`config.mk`:
```
export PLATFORM = sky130hd
export DESIGN_NAME = adc_axis_framer
export DESIGN_NICKNAME = d
export VERILOG_FILES = /design/src/rtl/adc_axis_framer.sv
export SDC_FILE = /design/constraint.sdc
export NUM_CORES = 1
export LEC_CHECK = 0
export ABC_AREA = 1
export CORE_ASPECT_RATIO = 2
export CORE_MARGIN = 4
export CORE_UTILIZATION = 65
export DETAILED_ROUTE_END_ITERATION = 6
export PLACE_DENSITY = 0.85
export SETUP_SLACK_MARGIN = 0.1
export SLEW_MARGIN = 10
export SYNTH_ARGS = -nofsm -noshare
export SYNTH_HDL_FRONTEND = slang
export SYNTH_SLANG_ARGS = --single-unit
```
`constraint.sdc`:
```
create_clock -name axis_clk -period 6.1 [get_ports axis_clk]
set_input_delay 0.61 -clock axis_clk [delete_from_list [all_inputs] [get_ports axis_clk]]
set_output_delay 0.61 -clock axis_clk [all_outputs]
set_load 0.005 [all_outputs]
```
`src/rtl/adc_axis_framer.sv`:
```
// adc_axis_framer
//   Frames a strobed 16-bit ADC sample stream into fixed-length AXI-stream
//   frames for the DDC input FIFO. Each accepted sample is tagged with its
//   in-frame index and queued in a first-word-fall-through FIFO. The FIFO
//   head is read straight out of the storage registers, so there is no
//   combinational path from adc_* to axis_*.
//
//   Build option: define ADC_FRAMER_RAMP_TEST_EN to add the ramp_sel input.
//   When ramp_sel is high, an internal ramp replaces adc_data as the sample.
//
//   U_DLY is kept so existing instantiations still elaborate. This block
//   puts no delays on its assignments.
//
//   state | meaning
//   IDLE  | waiting for enable; ADC strobes are ignored
//   RUN   | capturing samples into frames
//   FLUSH | enable dropped mid-frame; finish the frame, then go to IDLE

module adc_axis_framer #(
  parameter int U_DLY     = 1,
  parameter int FRAME_LEN = 256,
  parameter int FIFO_AW   = 4
) (
  input  logic        axis_clk,
  input  logic        rst_n,
  input  logic        enable,
  input  logic        adc_valid,
  input  logic [15:0] adc_data,
`ifdef ADC_FRAMER_RAMP_TEST_EN
  input  logic        ramp_sel,
`endif
  output logic        axis_tvalid,
  input  logic        axis_tready,
  output logic [31:0] axis_tdata,
  output logic        axis_tlast,
  output logic [15:0] ovf_cnt,
  output logic [15:0] frame_cnt,
  output logic        busy
);

  localparam int IDX_W = $clog2(FRAME_LEN);
  localparam int DEPTH = 2 ** FIFO_AW;
  localparam logic [IDX_W-1:0] IDX_LAST = IDX_W'(FRAME_LEN - 1);

  // Reject parameter sets the index or pointer logic cannot represent.
  if (FRAME_LEN < 2 || FRAME_LEN > 65536 || FIFO_AW < 1 || U_DLY < 0) begin : g_param_check
    $error("adc_axis_framer: illegal parameter set");
  end

  typedef enum logic [1:0] {
    IDLE  = 2'd0,
    RUN   = 2'd1,
    FLUSH = 2'd2
  } state_t;

  state_t state_q;
  state_t state_d;

  // Each entry holds {tlast, index[15:0], sample[15:0]}.
  logic [32:0]        fifo_mem [DEPTH];
  logic [FIFO_AW:0]   wr_ptr_q;
  logic [FIFO_AW:0]   rd_ptr_q;
  logic [IDX_W-1:0]   idx_q;
  logic [15:0]        ovf_q;
  logic [15:0]        frame_q;

  logic               fifo_empty;
  logic               fifo_full;
  logic               wr_try;
  logic               wr_ok;
  logic               wr_drop;
  logic               rd_ok;
  logic               idx_at_last;
  logic               frame_done;
  logic               start_run;
  logic [15:0]        sample_d;
  logic [32:0]        wr_word;
  logic [32:0]        head_word;

  // The pointers carry one extra wrap bit. Full means the wrap bits differ
  // while the addresses are equal. Full is taken before this cycle's read,
  // so a strobe on a full FIFO is dropped even if a beat leaves that cycle.
  assign fifo_empty  = (wr_ptr_q == rd_ptr_q);
  assign fifo_full   = (wr_ptr_q[FIFO_AW] != rd_ptr_q[FIFO_AW]) &&
                       (wr_ptr_q[FIFO_AW-1:0] == rd_ptr_q[FIFO_AW-1:0]);

  assign wr_try      = adc_valid && (state_q != IDLE);
  assign wr_ok       = wr_try && !fifo_full;
  assign wr_drop     = wr_try && fifo_full;
  assign rd_ok       = !fifo_empty && axis_tready;
  assign idx_at_last = (idx_q == IDX_LAST);
  assign frame_done  = wr_ok && idx_at_last;
  assign start_run   = (state_q == IDLE) && enable;

`ifdef ADC_FRAMER_RAMP_TEST_EN
  logic [15:0] ramp_q;

  // Ramp for bring-up: restarts on entry to RUN and counts accepted writes.
  always_ff @(posedge axis_clk or negedge rst_n) begin
    if (!rst_n) begin
      ramp_q <= '0;
    end else if (start_run) begin
      ramp_q <= '0;
    end else if (wr_ok) begin
      ramp_q <= ramp_q + 16'd1;
    end
  end

  assign sample_d = ramp_sel ? ramp_q : adc_data;
`else
  assign sample_d = adc_data;
`endif

  assign wr_word = {idx_at_last, 16'(idx_q), sample_d};

  // State register.
  always_ff @(posedge axis_clk or negedge rst_n) begin
    if (!rst_n) begin
      state_q <= IDLE;
    end else begin
      state_q <= state_d;
    end
  end

  // Next state. A frame completed in the same cycle that enable drops goes
  // straight to IDLE. Otherwise FLUSH finishes the frame so the consumer
  // never sees a partial frame.
  always_comb begin
    state_d = state_q;
    unique case (state_q)
      IDLE: begin
        if (enable) begin
          state_d = RUN;
        end
      end
      RUN: begin
        if (!enable) begin
          state_d = frame_done ? IDLE : FLUSH;
        end
      end
      FLUSH: begin
        if (frame_done) begin
          state_d = IDLE;
        end
      end
      default: state_d = IDLE;
    endcase
  end

  // In-frame index. It advances only on accepted writes and wraps after the
  // last sample of a frame.
  always_ff @(posedge axis_clk or negedge rst_n) begin
    if (!rst_n) begin
      idx_q <= '0;
    end else if (start_run) begin
      idx_q <= '0;
    end else if (wr_ok) begin
      idx_q <= idx_at_last ? '0 : idx_q + 1'b1;
    end
  end

  // Overflow counter. It saturates, holds in IDLE, and clears on entry to RUN.
  always_ff @(posedge axis_clk or negedge rst_n) begin
    if (!rst_n) begin
      ovf_q <= '0;
    end else if (start_run) begin
      ovf_q <= '0;
    end else if (wr_drop && (ovf_q != 16'hFFFF)) begin
      ovf_q <= ovf_q + 16'd1;
    end
  end

  // Completed-frame counter. It steps on the tlast handshake and wraps.
  always_ff @(posedge axis_clk or negedge rst_n) begin
    if (!rst_n) begin
      frame_q <= '0;
    end else if (rd_ok && head_word[32]) begin
      frame_q <= frame_q + 16'd1;
    end
  end

  // FIFO storage. No reset is needed because the output is masked while
  // the FIFO is empty.
  always_ff @(posedge axis_clk) begin
    if (wr_ok) begin
      fifo_mem[wr_ptr_q[FIFO_AW-1:0]] <= wr_word;
    end
  end

  // FIFO pointers. Reset empties the queue immediately, mid-frame or not.
  always_ff @(posedge axis_clk or negedge rst_n) begin
    if (!rst_n) begin
      wr_ptr_q <= '0;
      rd_ptr_q <= '0;
    end else begin
      if (wr_ok) begin
        wr_ptr_q <= wr_ptr_q + 1'b1;
      end
      if (rd_ok) begin
        rd_ptr_q <= rd_ptr_q + 1'b1;
      end
    end
  end

  assign head_word   = fifo_mem[rd_ptr_q[FIFO_AW-1:0]];
  assign axis_tvalid = !fifo_empty;
  assign axis_tdata  = fifo_empty ? 32'd0 : head_word[31:0];
  assign axis_tlast  = !fifo_empty && head_word[32];

  assign ovf_cnt     = ovf_q;
  assign frame_cnt   = frame_q;
  assign busy        = (state_q != IDLE) || !fifo_empty;

endmodule
```
# Word-level counts from Yosys, hierarchy flattened
# Memories as Yosys holds them, arrays and structs flattened.
# Index checks and enable logic that the tools add are counted.
# W data, S select, Z words.
# totals
regBits	52
ramBits	400
in_bits	21
wordCells	53
memories	1
# memory_table
name	words	width	read_ports	rd_ports_with_merged_regs	write_ports	line	rtl
fifo_mem	16	25	1	0	1	60	logic [32:0] fifo_mem [DEPTH];
# classes
addsub	5
eq_ne	10
mux	13
reduce_logical	18
# ops
op	n
$add A16 B1 Y16 const B	2
$mux W16	2
$mux W32	1
$mux W8	3
$ne A16 B16 Y1 const B	1
$add A5 B1 Y5 const B	2
$logic_and A1 B1 Y1	10
$add A8 B1 Y8 const B	1
$eq A8 B8 Y1 const B	1
$mux W2	4
$ne A2 B2 Y1 const B	3
$pmux W2 S3	1
$reduce_bool A2 Y1	3
$eq A5 B5 Y1	1
$eq A4 B4 Y1	1
$reduce_and A3 Y1	1
$eq A2 B1 Y1 const B	1
$eq A2 B2 Y1 const B	1
$logic_not A1 Y1	2
$logic_not A2 Y1	1
$mux W1	2
$logic_or A1 B1 Y1	1
$ne A1 B1 Y1	1

# Depth between registers and ports, before layout
# depth
word_depth	8
depth_mapped	13
mapped_depth_nobuf	11

# Least setup slack after synthesis
# No wires, ideal clock.
# synth_timing
kind	reg-to-reg
startpoint	register rd_ptr_q[1]
endpoint	memory fifo_mem[0][0] (netlist name), enable pin
setup_ns	0.407
t_arrival_ns	2.425
required_time_ns	5.693
slack_ns	3.268
path_stages_with_launch	12
n_path_buf	2
period_less_slack_ns	2.832
path_cell_list	dfrtp_1 buf_4 inv_1 nand2_1 nand2_1 nor2_4 nand3_1 nand2_2 inv_2 buf_2 nand2_1 nor2_1
# synth_between
elab_chain_len	6
# synth_lines
element	line	rtl
from (decl)	62	logic [FIFO_AW:0] rd_ptr_q;
from (signal assigned)	200	rd_ptr_q <= rd_ptr_q + 1'b1;
$eq A4 B4 Y1	85	(wr_ptr_q[FIFO_AW-1:0] == rd_ptr_q[FIFO_AW-1:0]);
$logic_and A1 B1 Y1	84	assign fifo_full = (wr_ptr_q[FIFO_AW] != rd_ptr_q[FIFO_AW]) &&
$logic_not A1 Y1	88	assign wr_ok = wr_try && !fifo_full;
$logic_and A1 B1 Y1	88	
$mux W1	185	if (wr_ok) begin
$mux W1 (implied by the code)	186	fifo_mem[wr_ptr_q[FIFO_AW-1:0]] <= wr_word;
to (decl)	60	
# No other way between the ends.

# Final worst setup path
# layout_timing
startpoint	register rd_ptr_q[1]
endpoint	output port axis_tdata[1]
# layout_between
elab_chain_len	2
word_cells_on_any_way	3
cone_classes	eq/ne (1); mux (1); memory (1)
# layout_lines
element	line	rtl
$mem_v2 Z16 W25 or $eq A5 B5 Y1 (tied branches)	--	
$mux W32 *	207	assign axis_tdata = fifo_empty ? 32'd0 : head_word[31:0];
to (decl)	34	output logic [31:0] axis_tdata,
# Every way passes the cells marked *; elsewhere a longest branch is shown, timed or not.

==> results by group <==
GRT
  – First-pass GRT wire length: 72600 µm
  – Total grt overflow: 0
  – Vias in the first global route: roughly 13000
  – Largest net degree at the start of global routing: 119
  – Initial antenna violation count: 2
  – GRT Total Usage: 0.293

Worst setup path
  – WP data required: ~5500 ps
  – CP Capture Type: primary output
  – CP cell instances: buf_4, o21ai_0, o21ai_1, nand2_1, nand2_1, inv_1, a21oi_1, clkdlybuf4s50_1
  – Worst Path Class, Setup: reg -> out
  – WP data arrival: about 4300 ps
  – CP Launch Type: flop
  – Slowest stage delay, CP: ~1000 ps
  – CP max stage cell: dfrtp_4
  – CP Max Fanout: 105
  – Critical Path Start: rd_ptr_q[1]$_DFFE_PN0P_
  – FF-to-FF Start: rd_ptr_q[0]$_DFFE_PN0P_
  – CP dominant cell by count: nand2_1
  – Worst reg-to-reg path cell count: 10

Finish
  – Final net count: about 1800
  – Most common cell after layout, fill and taps aside: edfxtp_1
  – Layout cells sized above 1: 0.0681
  – Sequential cell area: between 0.01 and 0.015 mm²
  – Non-filler cells, final: 2143
  – Most frequent cells in the layout: edfxtp_1 (400), nor2_1 (324), nand2_1 (243)
  – Area growth, synth to finish: 11.1%
  – Fill cells: around 1900
  – Multi-input combinational cell area: around 0.0052 mm²

CTS
  – Cts repair resizes: 0
  – Postcts setup bufs: 0
  – Clock Latency Late Sink: 530 ps
  – Sink Count: 452
  – Clock Tree Root: clkbuf_16
  – Clk slew on worst S/H paths: 70 ps
  – CTS tree: yes
  – # hold bufs at CTS: 0
  – # H-tree levels: 2
  – CTS Buf Count: 36
  – Clock Path Buffers: 3

Pwr
  – Total internal power: between 6 and 7 mW
  – Clock power share: 0.242
  – Peak supply drop: about 0.4 mV
  – Net Switching: ~3.7 mW
  – Switching power share of the total: 0.371
  – Pwr dens: approximately 460 mW/mm²
  – Seq pwr share: 0.409
  – Lkg Pwr: 7.60 nW
  – Power share of the combinational group: 0.348

Floorplan
  – Full die area: around 0.033 mm²
  – Top Ports: about 90
  – Chip height: between 200 and 300 µm
  – Row cnt: slightly below 90
  – Die Span X: 130 µm
  – Initial Utilization: 0.656
  – Core area: around 0.029 mm²

Timing
  – Fin Clk Skew: around 13 ps
  – Worst-Margin Slew: between 1000 and 1500 ps
  – Number of max-slew violations in the final report: 0
  – Fmax: roughly 0.20 GHz
  – TNS Setup: 0 ps
  – Max-slew headroom: 0.204
  – # setup viols final: 0
  – Fin. Hold Viols: 0
  – Final Critical Period: 4920 ps
  – RSZ-0062 raised after global routing: false
  – Final Cycle Share: 0.807

Route
  – Final ANT Viol Nets: 0
  – Per-cell routed wire length: between 20 and 25 µm
  – Drc violations: 0
  – Total Routed Length: 48000 µm
  – DR iter-0 viols: ~1800
  – Via count: around 14000
  – Detailed Routing Iterations Pass 1: 5
  – DR vias/cell: 6.33

Placed design
  – Buffers on Ports: 79
  – Dpl hpwl: about 26000 µm
  – GPL Wtd Cong: 0.842
  – Placed Cells: 2076

Hold path
  – Hold Path Class: in -> async

Logic synthesis
  – Ys Warns: 0
  – Fraction of registers with async set/reset: 0.115
  – Synthesized area: about 0.019 mm²
  – Synth Instances: approximately 1700
  – Syn avg cell area: 11.3 µm²
  – Synth cell types: 36
  – Synthesis-stage register bit count: between 400 and 500
  – Post-synthesis sequential area ratio: 0.691
  – Number of synthesized flops with an enable pin: 400
  – Ys flop type: edfxtp_1

Status
  – Status: complete, no violations

Job
  – MaxCap Viol Count: 0
through the flow:
stage,hold slack (ps),power (mW),area (µm²),utilization,setup WS [ps]
finish,193,9.90,21400,0.728,1180
global route,255,10.3,21400,0.728,1040
CTS,223,9.85,21400,0.728,1350
floorplan,314,6.17,19300,-,3270
global placement,431,7.32,20200,0.687,2030
detailed placement,438,7.46,20200,0.687,1970
final timing paths:
kind | endpoint | slack [ps]
max | axis_tdata[1] | 1180
max reg2reg | fifo_mem[6][21]$_DFFE_PP_ | 2180
min in group axis_clk | state_q[0]$_DFFE_PN0P_ | 450
min | frame_cnt[3]$_DFFE_PN0P_ | 190
min reg2reg | state_q[0]$_DFFE_PN0P_ | 450
max in group asynchronous | rd_ptr_q[1]$_DFFE_PN0P_ | 5400
power groups by stage:
stage / Combinational (mW) / Clock [mW] / Sequential, mW
global placement: 3.23 / 0 / 4.09
CTS: 3.41 / 2.40 / 4.04
floorplan: 2.27 / 0 / 3.90
detailed placement: 3.35 / 0 / 4.10
global route: 3.74 / 2.52 / 4.09
finish: 3.45 / 2.40 / 4.05
state kept, by name (all words and copies together) (netlist names):
name / flops
fifo_mem: 400
frame_cnt: 16
idx_q: 8
ovf_cnt: 16
rd_ptr_q: 5
state_q: 2
wr_ptr_q: 5
layer usage:
| layer | vias to the layer above | track usage | share of wire |
|---|---|---|---|
| met2 | 846 | 0.507 | 0.52 |
| met5 | - | 0 | 0.00040 |
| met1 | 6506 | 0.350 | 0.33 |
| met4 | 2 | 0.153 | 0.054 |
| met3 | 206 | 0.0445 | 0.088 |
| li1 | 5995 | - | - |
critical path: cells and delay by family (launching register included):
kind                   cells  cell delay, ps
flip-flops                 1            1040
AO/OA/AOI/OAI              3             740
AND/OR/NAND/NOR            2             190
buffers and inverters      3            1660
cells by family after synthesis:
| logic type | count (synthesis) | synth area share |
|---|---|---|
| adder cells (fa/ha/maj) | 8 | 0.00519 |
| other | 1 | 0.000195 |
| AND/OR/NAND/NOR | 717 | 0.153 |
| AO/OA/AOI/OAI | 322 | 0.0914 |
| XOR/XNOR | 33 | 0.0150 |
| flip-flops | 452 | 0.691 |
| buffers and inverters | 175 | 0.0445 |
cell usage after synthesis (8+ instances only):
cell type	n	area, µm²
nand3_1	92	460
nor3_1	8	40.0
nor2_1	341	1280
buf_1	14	52.6
dfrtp_1	52	1300
o21ai_1	82	410
xor2_1	25	219
a21oi_1	17	85.1
inv_2	9	33.8
a21oi_2	8	70.1
xnor2_1	8	70.1
ha_1	8	100
buf_4	14	105
edfxtp_1	400	12000
nand3b_1	11	82.6
inv_1	66	248
o211ai_1	48	360
clkbuf_1	32	120
nand2_1	243	912
buf_2	25	125
buf_6	12	135
o21ai_0	167	836
final cells by class:
type | instances | area share
sequential | 452 | 0.622
multi-input combinational | 1088 | 0.243
clock buffer | 39 | 0.0436
timing repair buffer | 96 | 0.0433
tap | 364 | 0.0213
inverter | 76 | 0.0136
clock inverter | 27 | 0.0126
antenna | 1 | 0.000117
(Power assumes the default switching activity.)
